==> config.mk <==
export PLATFORM = sky130hd
export DESIGN_NAME = renas_write_buffer
export DESIGN_NICKNAME = d
export VERILOG_FILES = /design/src/rtl/renas_write_buffer.sv
export SDC_FILE = /design/constraint.sdc
export NUM_CORES = 1
export LEC_CHECK = 0
export BUFFER_PORTS_ARGS = -buffer_cell sky130_fd_sc_hd__buf_2
export CAP_MARGIN = 15
export CORE_MARGIN = 2
export CORE_UTILIZATION = 40
export CTS_CLUSTER_DIAMETER = 60
export DETAILED_ROUTE_END_ITERATION = 10
export GPL_TIMING_DRIVEN = 0
export PLACE_DENSITY_LB_ADDON = 0.3
export SLEW_MARGIN = 20
export SYNTH_ARGS = -nofsm -noshare
export SYNTH_HDL_FRONTEND = slang
export SYNTH_SLANG_ARGS = --single-unit
==> constraint.sdc <==
create_clock -name cache_clk -period 12.9 [get_ports cache_clk]
set_input_delay 1.29 -clock cache_clk [delete_from_list [all_inputs] [get_ports cache_clk]]
set_output_delay 1.29 -clock cache_clk [all_outputs]
set_load 0.02 [all_outputs]
==> src/rtl/renas_write_buffer.sv <==
// Write buffer between the data cache and main memory: queues word write-backs,
// coalesces repeated writes, forwards buffered data to lookups and drains one entry at a time.
module renas_write_buffer #(
    parameter int DATA_LENGTH = 32,
    parameter int BYTE_OFFSET = 2,
    parameter int WB_DEPTH    = 4
) (
    input  logic                                cache_clk,
    input  logic                                rst,
    input  logic                                push_req,
    input  logic [DATA_LENGTH-1:0]              push_addr,
    input  logic [DATA_LENGTH-1:0]              push_data,
    output logic                                push_ack,
    output logic                                wb_full_o,
    output logic                                wb_empty_o,
    output logic [$clog2(WB_DEPTH):0]           wb_count,
    input  logic [DATA_LENGTH-1:0]              lookup_addr,
    output logic                                lookup_hit,
    output logic [DATA_LENGTH-1:0]              lookup_data,
    output logic [2*DATA_LENGTH-BYTE_OFFSET-1:0] wb_data,
    output logic                                wb_req,
    input  logic                                wb_ack,
    input  logic                                full_flag
);
    localparam int AW = DATA_LENGTH - BYTE_OFFSET;
    localparam int PW = $clog2(WB_DEPTH);
    localparam int CW = PW + 1;

    typedef enum logic {IDLE, REQ} state_t;

    state_t                 state;
    logic [WB_DEPTH-1:0]    valid;
    logic [AW-1:0]          addr_q [WB_DEPTH];
    logic [DATA_LENGTH-1:0] data_q [WB_DEPTH];
    logic [PW-1:0]          head, tail;
    logic [CW-1:0]          count, count_nxt;

    logic [AW-1:0]          push_word, look_word;
    logic                   coal_hit, look_hit_raw, alloc, pop;
    logic [PW-1:0]          coal_idx;
    logic [DATA_LENGTH-1:0] look_data_raw, head_data;
    logic                   unused_low_bits;

    assign push_word       = push_addr[DATA_LENGTH-1:BYTE_OFFSET];
    assign look_word       = lookup_addr[DATA_LENGTH-1:BYTE_OFFSET];
    assign unused_low_bits = ^{push_addr[BYTE_OFFSET-1:0], lookup_addr[BYTE_OFFSET-1:0]};

    // Scan from head (oldest) to youngest so the last match found is the youngest entry.
    always_comb begin
        logic [PW-1:0] idx;
        idx           = '0;
        coal_hit      = 1'b0;
        coal_idx      = '0;
        look_hit_raw  = 1'b0;
        look_data_raw = '0;
        for (int k = 0; k < WB_DEPTH; k++) begin
            idx = head + PW'(k);
            if (valid[idx] && addr_q[idx] == push_word && !(state == REQ && idx == head)) begin
                coal_hit = 1'b1;
                coal_idx = idx;
            end
            if (valid[idx] && addr_q[idx] == look_word) begin
                look_hit_raw  = 1'b1;
                look_data_raw = data_q[idx];
            end
        end
    end

    assign push_ack    = push_req & ~rst & (coal_hit | ~wb_full_o);
    assign alloc       = push_ack & ~coal_hit;
    assign pop         = (state == REQ) & wb_ack;
    assign count_nxt   = count + CW'(alloc) - CW'(pop);
    assign lookup_hit  = look_hit_raw & ~rst;
    assign lookup_data = rst ? '0 : look_data_raw;
    assign wb_count    = count;

    // A coalesce into the head on the cycle the drain starts must reach memory with the new data.
    assign head_data = (push_ack && coal_hit && coal_idx == head) ? push_data : data_q[head];

    always_ff @(posedge cache_clk) begin
        if (alloc) begin
            addr_q[tail] <= push_word;
            data_q[tail] <= push_data;
        end else if (push_ack) begin
            data_q[coal_idx] <= push_data;
        end
    end

    always_ff @(posedge cache_clk) begin
        if (rst) begin
            valid      <= '0;
            head       <= '0;
            tail       <= '0;
            count      <= '0;
            state      <= IDLE;
            wb_req     <= 1'b0;
            wb_data    <= '0;
            wb_empty_o <= 1'b1;
            wb_full_o  <= 1'b0;
        end else begin
            if (pop)   valid[head] <= 1'b0;
            if (alloc) valid[tail] <= 1'b1;
            head       <= head + PW'(pop);
            tail       <= tail + PW'(alloc);
            count      <= count_nxt;
            wb_full_o  <= (count_nxt == CW'(WB_DEPTH));
            wb_empty_o <= (count_nxt == '0);
            case (state)
                IDLE: begin
                    if (!wb_empty_o && !full_flag) begin
                        state   <= REQ;
                        wb_req  <= 1'b1;
                        wb_data <= {head_data, addr_q[head]};
                    end
                end
                REQ: begin
                    if (wb_ack) begin
                        state  <= IDLE;
                        wb_req <= 1'b0;
                    end
                end
                default: state <= IDLE;
            endcase
        end
    end
endmodule

==> summary.md <==
| Metric | Value |
|---|---|
| Starting Density | 0.402 |
| Startpoint Class | flip-flop |
| Antenna violations before repair | 7 |
| Distinct cell type count after synthesis | 58 |
| TritonCTS Buffers | 39 |
| Post-DP HPWL | 61.5 mm |
| Register area | 8990 µm² |
| Top FF cell, synth | edfxtp_1 |
| Netlist Area Pre-Place | 21,600 µm² |
| CP bufs+invs | 10 |
| Clk slew on worst S/H paths | 0.06 ns |
| Multi-input logic area | 11,800 µm² |
| Die Y | 236 µm |
| Vias in the first global route | 16,400 |
| IO buf count | 192 |
| Min Hold Slack | 0.451 ns |
| Final Hold Vio Count | 0 |
| Post-Syn Instances | 1,653 |
| Clk_skew | 0.0323 ns |
| Critical path type | reg2out |
| Yosys reg bits | 325 |
| Most frequent CP cell | buf_2 |
| # hold bufs at CTS | 0 |
| Layout Nets | 2,012 |
| Data required time of the worst path | 11.61 ns |
| Maximum vdd ir drop | 0.000119 V |
| Mapped Nets | 1,763 |
| Crit share post-route | 0.727 |
| CP delay by family, top | buffers and inverters |
| Area Growth Syn to Fin | 15.9% |
| Max-Cap Viols | 0 |
| Leakage dissipation | 8.56 nW |
| CTS max path bufs | 3 |
| Fin Setup TNS | 0 ns |
| Clk_lat worst skew | 0.59 ns |
| Drt first pass iters | 5 |
| Vias per cell | 6.36 |
| First-pass GRT wire length | 115 mm |
| Avg Inst Size Synth | 13.0 µm² |
| Max Used Layer | met5 |
| Period minus WS final | 9.38 ns |
| # setup viols final | 0 |
| Status | completed |
| Max FO, Critical Path | 10 |
| Pwr per Cell Area | 128 nW/µm² |
| DR WL met2 | 36.3 mm |
| Final GP Congestion | 1.00 |
| # IOs | 203 |
| Register area share after synthesis | 0.417 |
| Die X | 236 µm |
| Hold Path Class | reg2reg |
| Yosys top cell area share | 0.345 |
| H-tree lvl count | 2 |
| Met3 wire len | 8.62 mm |
| Ys async rst share | 0 |
| Post-CTS setup buffers | 0 |
| Iter 0 DRT Violations | 1,881 |
| Clock sinks | 325 |
| CP max stage delay | 0.59 ns |
| Fmax | 107 MHz |
| RSZ-0062 raised after global routing | false |
| Routed via count | 16,700 |
| Post-CTS Resized | 0 |
| Drt total wl | 80.6 mm |
| Cell row count | 85 |
| CTS tree | yes |
| Critical Path AT | 8.09 ns |
| Top post-synthesis cells by area | edfxtp_1, mux4_2, dfxtp_1 |
| Slew Limit Fails | 0 |
| Synth Warn # | 0 |
| Rel. slew slack | 0.283 |
| Element type at the critical path end | output pin |
| Met1 wire length | 32.1 mm |
| Number of synthesized flops with an enable pin | 248 |
| Actual slew at the worst max-slew pin | 1.07 ns |
| FILL cells | 4,815 |
| Core Area | 53,600 µm² |
| Area leader, netlist | edfxtp_1 |
| Residual DRC | 0 |
| Root Driver | clkbuf_16 |
| Wire per inst | 30.7 µm |
| Share of cells above drive strength 1 | 0.316 |
| Final antenna-violating net count | 0 |
| DIE AREA | 55,800 µm² |
| Remaining Overflow, GRT | 0 |
| Largest net degree at the start of global routing | 20 |
| CP cell instances | buf_4 > buf_2 > buf_2 > buf_1 > inv_1 > ha_1 > buf_4 > buf_2 > buf_2 > mux2i_1 > nand2_1 > o21ai_0 > xor2_1 > nand4_1 > nor4_1 > nand2_1 > buf_2 > mux2_2 > mux2i_1 > o22ai_1 > buf_2 |
| Slowest CP cell | buf_1 |
| Gr usage total | 0.285 |
cells in the mapped netlist (3+ instances only):
library cell	instances
edfxtp_1	248
mux4_2	221
xnor2_1	164
mux2i_1	114
nand2_1	84
dfxtp_1	77
nor2_1	72
clkbuf_1	70
xor2_1	67
inv_1	50
a21oi_1	48
mux2_2	44
nand4_1	43
o22ai_1	42
nor3_1	41
buf_2	38
nor2b_1	36
a311oi_1	32
a21boi_1	27
nor4_1	22
buf_4	19
o21ai_0	14
buf_1	10
ha_1	8
a221oi_1	6
a21boi_0	4
o2111ai_1	4
and2_1	3
buf_6	3
nand2b_1	3
o221ai_1	3
area by class of cell:
| class | instances | area share |
|---|---|---|
| inverters | 51 | 0.00766 |
| well taps | 696 | 0.0348 |
| plain buffers | 140 | 0.0267 |
| clock buffers | 46 | 0.0418 |
| clock inverters | 26 | 0.0100 |
| repair buffers | 208 | 0.0482 |
| multi-input cells | 1137 | 0.471 |
| diodes | 1 | 0.000100 |
| flip-flops and latches | 325 | 0.360 |
worst paths after layout:
path               from              end  slack [ns]  depth (start not counted)
max             head[1]  lookup_data[29]        3.52                         21
min          wb_data[4]       wb_data[4]        0.45                          2
min reg2reg  wb_data[4]       wb_data[4]        0.45                          2
max reg2reg     head[1]    data_q[3][20]        4.50                         21
where the power goes:
| part | leakage [nW] | switching (mW) | internal, mW |
|---|---|---|---|
| Sequential | 2.88 | 0.0541 | 1.21 |
| Clock | 0.634 | 0.473 | 0.632 |
| Combinational | 5.05 | 0.509 | 0.324 |
cells by family after synthesis:
family,count (synthesis),share of synthesized area
AO/OA/AOI/OAI,198,0.0626
XOR/XNOR,231,0.0938
multiplexers,379,0.307
adder cells (fa/ha/maj),9,0.00557
flip-flops,325,0.417
AND/OR/NAND/NOR,320,0.0748
buffers and inverters,191,0.0398
through the flow:
stage | instances | total power, mW | util | setup WS [ns] | instance area (µm²)
finish | 2630 | 3.20 | 0.466 | 3.52 | 25000
global route | 2630 | 3.30 | 0.466 | 3.48 | 25000
CTS | 2629 | 3.20 | 0.466 | 3.81 | 25000
detailed placement | 2557 | 2.10 | 0.442 | 4.45 | 23700
global placement | 2541 | 2.08 | 0.437 | 0.766 | 23400
floorplan | 1653 | 1.79 | - | 5.63 | 21600
registers in the layout, indices dropped and copies added (netlist names):
signal	count
head	2
tail	2
data_q	128
addr_q	120
wb_data	62
wb_full_o	1
state	1
wb_req	1
valid	4
wb_count	3
wb_empty_o	1
layout by cell type (no fill, tap or decap), types with 27 or more instances in the layout:
master	instances
nand4_1	43
dfxtp_1	77
mux4_2	221
nor2b_1	35
xnor2_1	164
buf_2	230
a21boi_1	27
nand2_1	84
xor2_1	67
mux2_2	44
mux2i_1	114
a311oi_1	32
clkbuf_16	40
edfxtp_1	248
inv_1	50
a21oi_1	48
o22ai_1	42
nor3_1	40
nor2_1	68
clkbuf_1	74
layer usage:
| layer | vias up | global-route usage |
|---|---|---|
| li1 | 6991 | - |
| met1 | 8467 | 0.382 |
| met2 | 1087 | 0.437 |
| met3 | 180 | 0.0796 |
| met4 | 10 | 0.119 |
| met5 | - | 0 |
worst register-to-register path, cell delays in order (launching register included):
cell	delay [ns]
dfxtp_1	0.39
buf_4	0.26
buf_2	0.41
buf_2	0.51
buf_1	0.60
inv_1	0.21
ha_1	0.50
buf_4	0.32
buf_2	0.51
buf_2	0.53
mux2i_1	0.34
xnor2_1	0.09
a21oi_1	0.40
nor4_1	0.08
and4_1	0.21
clkbuf_1	0.19
or4b_2	0.77
nand2_1	0.15
mux2i_1	0.46
nor3b_2	0.72
buf_6	0.24
buf_4	0.20
Note: power is estimated with default switching activity, not from simulation.
